$ cat src/rtl/scope_pkg.sv
`default_nettype none
// ============================================================================
//  Module      : scope_pkg
//  Description : Shared constants and types for the scope ADC capture path:
//                decimator mode codes, default geometry and FSM states.
//  Revision    : 1.0 - initial release
// ============================================================================
package scope_pkg;

    // Decimator mode codes, as seen on iMode
    localparam logic [1:0] MODE_PASS  = 2'd0;
    localparam logic [1:0] MODE_DECIM = 2'd1;
    localparam logic [1:0] MODE_AVG   = 2'd2;
    localparam logic [1:0] MODE_PEAK  = 2'd3;

    // Default geometry: 8-bit samples, 8-bit divider, 10 MHz ADC from 100 MHz
    localparam int DATA_WIDTH_DEFAULT   = 8;
    localparam int DIV_WIDTH_DEFAULT    = 8;
    localparam int HALF_PERIOD_DEFAULT  = 5;
    localparam int MAX_DEC_LOG2_DEFAULT = 7;

    // Capture state machine
    typedef enum logic [0:0] {
        ST_IDLE = 1'b0,
        ST_RUN  = 1'b1
    } state_e;

endpackage
`default_nettype wire

$ cat src/rtl/adc_clk_gen.sv
`default_nettype none
// ============================================================================
//  Module      : adc_clk_gen
//  Description : ADC clock divider. Toggles the ADC clock every i_half system
//                clocks while running and flags the edge on which the ADC
//                clock falls so the parent can capture data on that edge.
//  Revision    : 1.0 - initial release
// ============================================================================
module adc_clk_gen #(
    parameter int pDivWidth = 8
) (
    input  logic                 clk,
    input  logic                 rst,
    input  logic                 i_run,
    input  logic [pDivWidth-1:0] i_half,
    output logic                 o_adc_clk,
    output logic                 o_fall
);

    logic [pDivWidth-1:0] r_cnt_q;
    logic [pDivWidth-1:0] w_cnt_d;
    logic                 r_clk_q;
    logic                 w_clk_d;
    logic                 w_wrap;

    // i_half is already forced to at least 1 by the parent's shadow register
    assign w_wrap = (r_cnt_q == (i_half - pDivWidth'(1)));

    // Divider next state: hold at zero/low when not running, toggle on wrap
    always_comb begin
        w_cnt_d = r_cnt_q;
        w_clk_d = r_clk_q;
        if (!i_run) begin
            w_cnt_d = '0;
            w_clk_d = 1'b0;
        end else if (w_wrap) begin
            w_cnt_d = '0;
            w_clk_d = ~r_clk_q;
        end else begin
            w_cnt_d = r_cnt_q + pDivWidth'(1);
        end
    end

    // Divider registers
    always_ff @(posedge clk) begin
        if (rst) begin
            r_cnt_q <= '0;
            r_clk_q <= 1'b0;
        end else begin
            r_cnt_q <= w_cnt_d;
            r_clk_q <= w_clk_d;
        end
    end

    assign o_adc_clk = r_clk_q;
    // High during the cycle whose closing edge drives the ADC clock 1 -> 0
    assign o_fall    = i_run && w_wrap && r_clk_q;

endmodule
`default_nettype wire

$ cat src/rtl/adc_capture.sv
`default_nettype none
// ============================================================================
//  Module      : adc_capture
//  Description : ADC sampler with runtime clock divider, falling-edge capture,
//                pass/decimate/average/peak decimator and a single-entry
//                valid/ready output stage with sticky overflow.
//  Revision    : 1.0 - initial release
// ============================================================================
module adc_capture
    import scope_pkg::*;
#(
    parameter int pDataWidth  = DATA_WIDTH_DEFAULT,
    parameter int pDivWidth   = DIV_WIDTH_DEFAULT,
    parameter int pMaxDecLog2 = MAX_DEC_LOG2_DEFAULT,
    parameter int pAccWidth   = pDataWidth + pMaxDecLog2
) (
    input  logic                               iCLK,
    input  logic                               iRST,
    input  logic                               iEnable,
    input  logic [pDivWidth-1:0]               iHalfPeriod,
    input  logic [$clog2(pMaxDecLog2+1)-1:0]   iDecimLog2,
    input  logic [1:0]                         iMode,
    input  logic [pDataWidth-1:0]              iADC_Data,
    input  logic                               iData_Ready,
    input  logic                               iClearOvf,
    output logic                               oADC_CLK,
    output logic                               oADC_nOE,
    output logic [pDataWidth-1:0]              oADC_Data,
    output logic                               oData_Valid,
    output logic                               oOverflow
);

    localparam int                 C_DEC_W   = $clog2(pMaxDecLog2 + 1);
    localparam logic [C_DEC_W-1:0] C_MAX_DEC = C_DEC_W'(pMaxDecLog2);

    // FSM and config shadows
    state_e                  r_state_q, w_state_d;
    logic                    r_noe_q,   w_noe_d;
    logic [pDivWidth-1:0]    r_half_q,  w_half_d;
    logic [C_DEC_W-1:0]      r_dec_q,   w_dec_d;
    logic [1:0]              r_mode_q,  w_mode_d;
    // Capture
    logic                    w_run;
    logic                    w_fall;
    logic [pDataWidth-1:0]   r_sample_q, w_sample_d;
    logic                    r_strobe_q, w_strobe_d;
    // Decimator
    logic [pMaxDecLog2-1:0]  r_win_q,  w_win_d;
    logic [pMaxDecLog2-1:0]  w_win_max;
    logic [pAccWidth-1:0]    r_acc_q,  w_acc_d;
    logic [pAccWidth-1:0]    w_sum;
    logic [pDataWidth-1:0]   r_keep_q, w_keep_d;
    logic [pDataWidth-1:0]   w_peak;
    logic [pDataWidth-1:0]   w_result;
    logic                    w_res_valid;
    logic                    w_first;
    logic                    w_last;
    // Output stage
    logic [pDataWidth-1:0]   r_data_q,  w_data_d;
    logic                    r_valid_q, w_valid_d;
    logic                    r_ovf_q,   w_ovf_d;

    // The divider only counts in RUN while enable holds; the exit edge forces it low
    assign w_run = (r_state_q == ST_RUN) && iEnable;

    adc_clk_gen #(
        .pDivWidth (pDivWidth)
    ) u_clk_gen (
        .clk       (iCLK),
        .rst       (iRST),
        .i_run     (w_run),
        .i_half    (r_half_q),
        .o_adc_clk (oADC_CLK),
        .o_fall    (w_fall)
    );

    // State transitions and config shadowing (shadows track inputs only in IDLE)
    always_comb begin
        w_state_d = r_state_q;
        w_noe_d   = r_noe_q;
        w_half_d  = r_half_q;
        w_dec_d   = r_dec_q;
        w_mode_d  = r_mode_q;
        if (r_state_q == ST_IDLE) begin
            w_half_d = (iHalfPeriod == '0) ? pDivWidth'(1) : iHalfPeriod;
            w_dec_d  = (iDecimLog2 > C_MAX_DEC) ? C_MAX_DEC : iDecimLog2;
            w_mode_d = iMode;
            if (iEnable) begin
                w_state_d = ST_RUN;
                w_noe_d   = 1'b0;
            end
        end else if (!iEnable) begin
            w_state_d = ST_IDLE;
            w_noe_d   = 1'b1;
        end
    end

    // Sample register loads on the ADC clock falling edge
    always_comb begin
        w_sample_d = w_fall ? iADC_Data : r_sample_q;
        w_strobe_d = w_fall;
    end

    // Window bookkeeping shared by all decimator modes
    assign w_win_max = ~({pMaxDecLog2{1'b1}} << r_dec_q);
    assign w_first   = (r_win_q == '0);
    assign w_last    = (r_mode_q == MODE_PASS) || (r_win_q == w_win_max);
    assign w_sum     = r_acc_q + pAccWidth'(r_sample_q);
    assign w_peak    = (w_first || (r_sample_q > r_keep_q)) ? r_sample_q : r_keep_q;

    // Decimator: one step per sample strobe; IDLE discards any partial window
    always_comb begin
        w_win_d     = r_win_q;
        w_acc_d     = r_acc_q;
        w_keep_d    = r_keep_q;
        w_result    = '0;
        w_res_valid = 1'b0;
        if (r_state_q == ST_IDLE) begin
            w_win_d  = '0;
            w_acc_d  = '0;
            w_keep_d = '0;
        end else if (r_strobe_q) begin
            w_res_valid = w_last;
            w_win_d     = w_last ? '0 : (r_win_q + pMaxDecLog2'(1));
            case (r_mode_q)
                MODE_PASS: begin
                    w_result = r_sample_q;
                end
                MODE_DECIM: begin
                    w_result = w_first ? r_sample_q : r_keep_q;
                    w_keep_d = w_result;
                end
                MODE_AVG: begin
                    w_result = pDataWidth'(w_sum >> r_dec_q);
                    w_acc_d  = w_last ? '0 : w_sum;
                end
                default: begin
                    w_result = w_peak;
                    w_keep_d = w_peak;
                end
            endcase
        end
    end

    // Output stage: single entry, drop-on-full with sticky overflow (set beats clear)
    always_comb begin
        w_data_d  = r_data_q;
        w_valid_d = r_valid_q;
        w_ovf_d   = r_ovf_q;
        if (r_valid_q && iData_Ready) begin
            w_valid_d = 1'b0;
        end
        if (iClearOvf) begin
            w_ovf_d = 1'b0;
        end
        if (w_res_valid) begin
            if (r_valid_q && !iData_Ready) begin
                w_ovf_d = 1'b1;
            end else begin
                w_data_d  = w_result;
                w_valid_d = 1'b1;
            end
        end
    end

    // All state registers
    always_ff @(posedge iCLK) begin
        if (iRST) begin
            r_state_q  <= ST_IDLE;
            r_noe_q    <= 1'b1;
            r_half_q   <= pDivWidth'(HALF_PERIOD_DEFAULT);
            r_dec_q    <= '0;
            r_mode_q   <= MODE_PASS;
            r_sample_q <= '0;
            r_strobe_q <= 1'b0;
            r_win_q    <= '0;
            r_acc_q    <= '0;
            r_keep_q   <= '0;
            r_data_q   <= '0;
            r_valid_q  <= 1'b0;
            r_ovf_q    <= 1'b0;
        end else begin
            r_state_q  <= w_state_d;
            r_noe_q    <= w_noe_d;
            r_half_q   <= w_half_d;
            r_dec_q    <= w_dec_d;
            r_mode_q   <= w_mode_d;
            r_sample_q <= w_sample_d;
            r_strobe_q <= w_strobe_d;
            r_win_q    <= w_win_d;
            r_acc_q    <= w_acc_d;
            r_keep_q   <= w_keep_d;
            r_data_q   <= w_data_d;
            r_valid_q  <= w_valid_d;
            r_ovf_q    <= w_ovf_d;
        end
    end

    assign oADC_nOE    = r_noe_q;
    assign oADC_Data   = r_data_q;
    assign oData_Valid = r_valid_q;
    assign oOverflow   = r_ovf_q;

endmodule
`default_nettype wire

$ cat config.mk
export PLATFORM = sky130hd
export DESIGN_NAME = adc_capture
export DESIGN_NICKNAME = d
export VERILOG_FILES = /design/src/rtl/scope_pkg.sv /design/src/rtl/adc_clk_gen.sv /design/src/rtl/adc_capture.sv
export SDC_FILE = /design/constraint.sdc
export NUM_CORES = 1
export LEC_CHECK = 0
export ABC_CLOCK_PERIOD_IN_PS = 7100
export CAP_MARGIN = 10
export CORE_AREA = 10 10 99 101
export DETAILED_ROUTE_END_ITERATION = 6
export DIE_AREA = 0 0 109 111
export GPL_ROUTABILITY_DRIVEN = 0
export GPL_TIMING_DRIVEN = 0
export HOLD_SLACK_MARGIN = 0.02
export PLACE_DENSITY = 0.87
export SETUP_SLACK_MARGIN = 0.02
export SKIP_LAST_GASP = 1
export SYNTH_ARGS = -nofsm -noshare
export SYNTH_HDL_FRONTEND = slang
export SYNTH_SLANG_ARGS = --single-unit
$ cat constraint.sdc
create_clock -name iCLK -period 7.1 [get_ports iCLK]
set_input_delay 1.42 -clock iCLK [delete_from_list [all_inputs] [get_ports iCLK]]
set_output_delay 1.42 -clock iCLK [all_outputs]
set_load 0.02 [all_outputs]
==> key figures, run 1 <==
Outcome
  • Status: finished clean

Timing
  • Final worst slack: between 3 and 4 ns
  • RSZ-0062 raised after global routing: false
  • # setup viols final: 0
  • Max Freq: ~300 MHz
  • Final hold slack: around 0.5 ns
  • Max-slew headroom: 0.456
  • Fin crit period: about 3.3 ns
  • Final hold vios: 0
  • Final Cycle Share: 0.468
  • Final Max Tran Viols: 0
  • Setup_tns: 0 ns
  • Worst Tran Pin Value: slightly above 0.8 ns
  • Clock Skews: 0.0157 ns

Critical path
  • Worst R2R Start: r_sample_q[0]
  • Critical path's top delay family: simple AND/OR/NAND/NOR gates
  • RR Endpoint: oADC_Data[7]
  • Worst Path Max Fanout: 7
  • Slowest CP cell: nor3_1
  • FF-to-FF setup slack: between 4 and 5 ns
  • Critical path data required time: 7.36 ns
  • Worst Setup Path Type: primary input to flip-flop
  • Crit path cell chain: clkdlybuf4s50_1, nand2b_1, nand3_1, nor3_1, nor2_2, a211o_1, o2111a_1
  • Worst setup SP type: primary input
  • WP buf/inv: 1
  • CP max stage delay: 0.67 ns
  • Critical path arrival: 3.58 ns
  • CP endpoint kind: flip-flop
  • Worst R2R Path Depth: 10

Drt
  • DRT Wirelength: roughly 14,000 um
  • Routed wire per std cell: between 15 and 20 um
  • Vias per cell: around 6.4
  • Final routed DRC violation total: 0
  • DRT Pass-1 Iters: 5
  • Via Count: approximately 4.8k
  • DR iter-0 viols: ~450
  • Number of routed nets with antenna violations: 0

Global route
  • Grt ovf: 0
  • All-Layer GR Usage: 0.232
  • First-pass GRT wire length: about 23,000 um
  • Vias in the first global route: between 4k and 5k
  • Initial antenna violation count: 0
  • Largest net degree at the start of global routing: 16

Layout
  • N_diodes: 0
  • Final Cell Area: ~0.0055 mm2
  • Nets: between 600 and 700
  • Most frequent cells in the layout: 73 x dfxtp_1, 70 x nor2_1, 44 x nand2_1
  • # fillers: 623
  • Most common cell after layout, fill and taps aside: dfxtp_1
  • P&R area growth vs syn: 13.9%
  • Share of cells above drive strength 1: 0.0767

Placed design
  • Dpl ws: 3.49 ns
  • Area post-placement: 0.00535 mm2
  • I/O Buffers: 36
  • HPWL after detailed placement: just over 10,000 um

Logic synthesis
  • Mapped cell area: ~0.005 mm2
  • Synth unique cells: 74
  • Seq cells post-synth: 73
  • Warnings from Yosys: 0
  • Mapped Avg Cell Area: around 8.3 um2
  • Post-synth EDFFs: 0
  • Post-Syn Nets: around 640
  • Largest area contributor in the netlist: dfxtp_1
  • Share of the synthesized area in the top cell type: 0.301
  • Register area share after synthesis: 0.301
  • Synth Flop Type: dfxtp_1
  • Gate count of the mapped netlist: about 590
  • Share of async-settable or async-resettable flops after synthesis: 0
  • Dominant cells by area after synthesis: dfxtp_1 30%, mux2i_1 7.6%, ha_1 5.4%, nor2_1 5.4%, a21oi_1 4.3%

Worst hold path
  • Hold path depth: 2
  • Hold WC Path Type: flip-flop to flip-flop
  • WHS Endpoint: oADC_nOE
  • Hold path start: oADC_nOE

Floorplan
  • Die Area: between 0.01 and 0.015 mm2
  • Row count: 33
  • Chip height: about 110 um
  • Initial core utilization: 0.610
  • Die X: roughly 110 um
  • I/O pin count: 38
  • Core Area: 0.00797 mm2

Clock network
  • Root Driver: clkbuf_8
  • Total CTS buffers: 9
  • CTS resizes: 0
  • Clk pin slew, worst setup/hold paths: about 0.1 ns
  • Clock tree sinks: 73
  • CTS tree: done
  • Hold bufs inserted after CTS: 0
  • CTS Buffer Depth: 2
  • Skew-Pair Late Insertion Delay: 0.37 ns
  • Max H-tree Level: 3
  • Post-CTS Setup Inserts: 0

Power
  • Worst VDD drop: between 0.1 and 0.15 mV
  • Leakage power: 2.01 nW
  • PwrDens: 152 mW/mm2

Run
  • Max-Cap Viols: 0
[Yosys cell counts (all sizes together) (7+ instances only)]
| cell | n |
|---|---|
| nand2 | 44 |
| nor2 | 71 |
| nor2b | 10 |
| nand2b | 10 |
| and2 | 11 |
| dfxtp | 73 |
| mux2i | 37 |
| nand3 | 15 |
| buf | 13 |
| ha | 21 |
| nor3 | 14 |
| a211oi | 9 |
| clkbuf | 21 |
| nand4 | 7 |
| a21oi | 44 |
| nor3b | 8 |
| xnor2 | 13 |
| xor2 | 17 |
| o211ai | 11 |
| o21ai | 23 |
| or3 | 9 |
| inv | 19 |
[per-layer routing]
metal / share of wire / GRT usage / wire [um]
met5: 0 / 0 / 0
met4: 0.033 / 0.107 / 459
met3: 0.082 / 0.0448 / 1140
met2: 0.48 / 0.378 / 6670
met1: 0.40 / 0.285 / 5610
[state kept, by name (all words and copies together) (netlist names)]
signal,cells
oOverflow,1
oADC_Data,8
r_mode_q,2
r_half_q,8
r_dec_q,3
r_strobe_q,1
oData_Valid,1
r_keep_q,8
u_clk_gen.r_cnt_q,8
r_state_q,1
oADC_nOE,1
u_clk_gen.o_adc_clk,1
r_acc_q,15
r_sample_q,8
r_win_q,7
[power breakdown]
group	leakage [nW]	internal [mW]	total, mW	switching, mW
clock network	0.0884	0.133	0.318	0.186
registers	0.592	0.415	0.420	0.00552
logic	1.33	0.0423	0.101	0.0582
[area by class of cell]
class / instances / area, um2 / area share
well taps: 105 / 131 / 0.0237
plain buffers: 34 / 149 / 0.0269
repair buffers: 36 / 360 / 0.0651
multi-input cells: 461 / 3180 / 0.574
clock inverters: 7 / 61.3 / 0.0111
flip-flops and latches: 73 / 1460 / 0.264
inverters: 19 / 71.3 / 0.0129
clock buffers: 9 / 124 / 0.0224
[logic make-up (layout without fill, tap and decap cells)]
kind of cell               after synthesis  in the layout  share of synthesized area
xor gates and xnor gates                30             30                     0.0541
AOI/OAI and AO/OA                      144            144                      0.205
DFF                                     73             73                      0.301
adders and majority gates               22             22                     0.0582
buffers and inverters                   53            105                     0.0453
muxes                                   45             45                      0.104
and+or+nand+nor                        220            220                      0.233
[worst min-delay path, delay by kind of cell, from the launching register on]
family | cells | cell delay [ns]
simple gates | 1 | 0.06
flops | 1 | 0.34
mux | 1 | 0.07
[worst max path at each step]
stage,from,depth (start not counted),end,slack (ns)
floorplan,iData_Ready,6,oADC_Data[4],4.18
global route,iData_Ready,7,oADC_Data[4],3.70
finish,iData_Ready,7,oADC_Data[4],3.77
global placement,iData_Ready,7,oADC_Data[4],3.50
detailed placement,iData_Ready,7,oADC_Data[4],3.49
CTS,iData_Ready,7,oADC_Data[4],3.85
[through the flow]
stage          total power, mW  cells  utilization
2_1_floorplan            0.492    587            -
3_3_place_gp             0.524    728        0.671
3_5_place_dp             0.527    728        0.671
4_1_cts                  0.837    744        0.694
5_1_grt                  0.868    744        0.694
6_report                 0.839    744        0.694
No activity file was read; power rests on OpenSTA's default activity.
==> run 2, diff against run 1 <==
--- a/config.mk
+++ b/config.mk
@@ -5,15 +5,15 @@
 export SDC_FILE = /design/constraint.sdc
 export NUM_CORES = 1
 export LEC_CHECK = 0
-export ABC_CLOCK_PERIOD_IN_PS = 7100
+export ABC_CLOCK_PERIOD_IN_PS = 2800
 export CAP_MARGIN = 10
-export CORE_AREA = 10 10 99 101
+export CORE_AREA = 10 10 107 109
 export DETAILED_ROUTE_END_ITERATION = 6
-export DIE_AREA = 0 0 109 111
+export DIE_AREA = 0 0 117 119
 export GPL_ROUTABILITY_DRIVEN = 0
 export GPL_TIMING_DRIVEN = 0
 export HOLD_SLACK_MARGIN = 0.02
-export PLACE_DENSITY = 0.87
+export PLACE_DENSITY = 0.78
 export SETUP_SLACK_MARGIN = 0.02
 export SKIP_LAST_GASP = 1
 export SYNTH_ARGS = -nofsm -noshare
==> constraint.sdc (replaced) <==
create_clock -name iCLK -period 2.8 [get_ports iCLK]
set_input_delay 0.56 -clock iCLK [delete_from_list [all_inputs] [get_ports iCLK]]
set_output_delay 0.56 -clock iCLK [all_outputs]
set_load 0.02 [all_outputs]
==> run 2 against run 1 <==
  * The run now ends with negative setup slack left
  * Register-to-register slack worse by 4.0 ns
  * Non-clock buffer count up 5
  * Clock power grew 150%
  * Core utilization fell by 9.4 points
  * Final cell count grew 1.9%
  * Global-route usage is 3.6 points lower
  * Clock skew is 0.0044 ns higher
  * Cell area rose by 2.6%
  * Largest power group unchanged
==> key figures, run 2 (synthesized netlist as in run 1, its figures left out) <==
Outcome
  • Status: complete, but fails checks (was finished clean)
  • Failing checks: negative setup slack

Global route
  • Grt ovf: 0 (unchanged)
  • Vias in the first global route: 4,580 (was 4,694)
  • First-pass GRT wire length: 22,400 um (was 23,100 um)
  • Initial antenna violation count: 0 (unchanged)
  • Largest net degree at the start of global routing: 15 (was 16)
  • All-Layer GR Usage: 0.197 (was 0.232)

Placed design
  • HPWL after detailed placement: 10,400 um (was 10,200 um)
  • I/O Buffers: 36 (unchanged)

Timing
  • # setup viols final: 1 (was 0)
  • Final Cycle Share: 1.00
  • Final worst slack: -0.00175 ns (was 3.77 ns)
  • Worst Tran Pin Value: 0.820 ns (was 0.810 ns)
  • RSZ-0062 raised after global routing: true (was false)
  • Clock Skews: 0.0201 ns (was 0.0157 ns)
  • Max-slew headroom: 0.449 (was 0.456)
  • Final hold vios: 0 (unchanged)
  • Fin crit period: approximately 2.8 ns
  • Final Max Tran Viols: 0 (unchanged)
  • Max Freq: roughly 360 MHz
  • Final hold slack: 0.471 ns (was 0.494 ns)

Layout
  • Most frequent cells in the layout: 70 x nor2_1, 70 x dfxtp_1, 44 x nand2_1 (was 73 x dfxtp_1, 70 x nor2_1, 44 x nand2_1)
  • N_diodes: 0 (unchanged)
  • Area occupied by multi-input gates: 0.00327 mm2 (was 0.00318 mm2)
  • Register area: 0.00147 mm2 (was 0.00146 mm2)
  • P&R area growth vs syn: 17.0% (was 13.9%)
  • Reg with most FFs: r_acc_q (unchanged)
  • Nets: 687 (was 682)
  • Share of cells above drive strength 1: 0.109 (was 0.0767)
  • # fillers: 840 (was 623)
  • Max reg flops: 15 (unchanged)

Power
  • Pwr Total: 2.12 mW (was 0.839 mW)
  • Leakage power: 2.03 nW (was 2.01 nW)
  • Worst VDD drop: 0.250 mV (was 0.103 mV)
  • PwrDens: 373 mW/mm2 (was 152 mW/mm2)

Drt
  • Number of routed nets with antenna violations: 0 (unchanged)
  • Routed wire per std cell: 18.5 um (was 18.7 um)
  • DRT Wirelength: 14,000 um (was 13,900 um)
  • DRT Pass-1 Iters: 6 (was 5)
  • Final routed DRC violation total: 0 (unchanged)
  • Vias per cell: 6.22 (was 6.44)
  • Via Count: 4,712 (was 4,791)
  • DR iter-0 viols: 421 (was 453)

Floorplan
  • Die X: 117 um (was 109 um)
  • Die Area: 0.0139 mm2 (was 0.0121 mm2)
  • I/O pin count: 38 (unchanged)
  • Chip height: 119 um (was 111 um)
  • Core Area: 0.00946 mm2 (was 0.00797 mm2)
  • Row count: 36 (was 33)
  • Initial core utilization: 0.513 (was 0.610)

Clock network
  • Skew-Pair Late Insertion Delay: 0.37 ns (about the same)
  • CTS tree: done (unchanged)
  • CTS Buffer Depth: 2 (unchanged)
  • Total CTS buffers: 9 (unchanged)
  • Root Driver: clkbuf_8 (unchanged)
  • Max H-tree Level: 3 (unchanged)
  • Clk pin slew, worst setup/hold paths: 0.09 ns (was 0.10 ns)
  • Clock tree sinks: 73 (unchanged)

Critical path
  • Worst Path Max Fanout: 7 (unchanged)
  • CP endpoint kind: flip-flop (unchanged)
  • Worst Setup Path Type: flip-flop to flip-flop (was primary input to flip-flop)
  • FF-to-FF setup slack: -0.002 ns (was 4.02 ns)
  • Worst setup SP type: flip-flop (was primary input)
  • Critical path arrival: 3.11 ns (was 3.58 ns)
  • Critical path data required time: 3.11 ns (was 7.36 ns)

Run
  • Max-Cap Viols: 0 (unchanged)

Worst hold path
  • Hold WC Path Type: flip-flop to flip-flop (unchanged)
[run 2: critical path: stages (launching register included)]
cell,delay (ns)
dfxtp_1,0.54
ha_1,0.33
a211oi_2,0.34
o21ai_0,0.16
xor2_1,0.41
o221ai_1,0.21
a211o_1,0.31
o211ai_1,0.25
a32o_1,0.20
[run 2: routing by layer]
metal / vias to the layer above / track usage / wire [um] / part of all wire
li1: 2234 / - / - / -
met1: 2246 / 0.246 / 5940 / 0.42
met2: 203 / 0.325 / 6700 / 0.48
met3: 29 / 0.0377 / 1020 / 0.073
met4: 0 / 0.0750 / 331 / 0.024
met5: - / 0 / 0 / 0
[run 2: cell type report]
type                            instances  share of cell area
Tap cell                              114              0.0251
Multi-Input combinational cell        461               0.576
Clock buffer                           10              0.0225
Timing Repair Buffer                   41              0.0700
Buffer                                 34              0.0271
Sequential cell                        73               0.258
Inverter                               19              0.0126
Clock inverter                          6             0.00881
[run 2: worst paths after layout]
| path | startpoint | endpoint | depth (start not counted) |
|---|---|---|---|
| worst max register to register | r_sample_q[1] | oADC_Data[5] | 8 |
| worst max-delay path | r_sample_q[1] | oADC_Data[5] | 8 |
| worst min-delay path | oADC_Data[5] | oADC_Data[5] | 1 |
| worst min register to register | oADC_Data[5] | oADC_Data[5] | 1 |
[run 2: what timing repair did]
action / in CTS / in global routing
setup buffers: 3 / 2
hold buffers: 0 / 0
setup endpoints to repair: 7 / 8
gates cloned: 0 / 0
gates resized for setup: 10 / 18
pin swaps: 6 / 6
[run 2: power by group]
group          internal [mW]  switching [mW]  leakage [nW]
sequential              1.05          0.0136         0.594
combinational          0.110           0.151          1.35
clock                  0.335           0.458        0.0892
[run 2: metrics by stage]
step | std cells | TNS (ns) | setup WS (ns) | utilization | area, um2
global placement | 737 | -0.251 | -0.158 | 0.567 | 5360
floorplan | 587 | 0 | 0.192 | - | 4860
finish | 758 | -0.00175 | -0.00175 | 0.601 | 5680
global route | 758 | -0.450 | -0.0720 | 0.601 | 5680
detailed placement | 737 | -0.478 | -0.197 | 0.567 | 5360
CTS | 756 | 0 | 0.0269 | 0.591 | 5590
==> run 3, diff against run 2 <==
--- a/config.mk
+++ b/config.mk
@@ -8,6 +8,7 @@
 export ABC_CLOCK_PERIOD_IN_PS = 2800
 export CAP_MARGIN = 10
 export CORE_AREA = 10 10 107 109
+export CTS_CLUSTER_SIZE = 40
 export DETAILED_ROUTE_END_ITERATION = 6
 export DIE_AREA = 0 0 117 119
 export GPL_ROUTABILITY_DRIVEN = 0
==> results of run 3 <==
The final DEF is identical to that of run 2; final timing and power are the same.
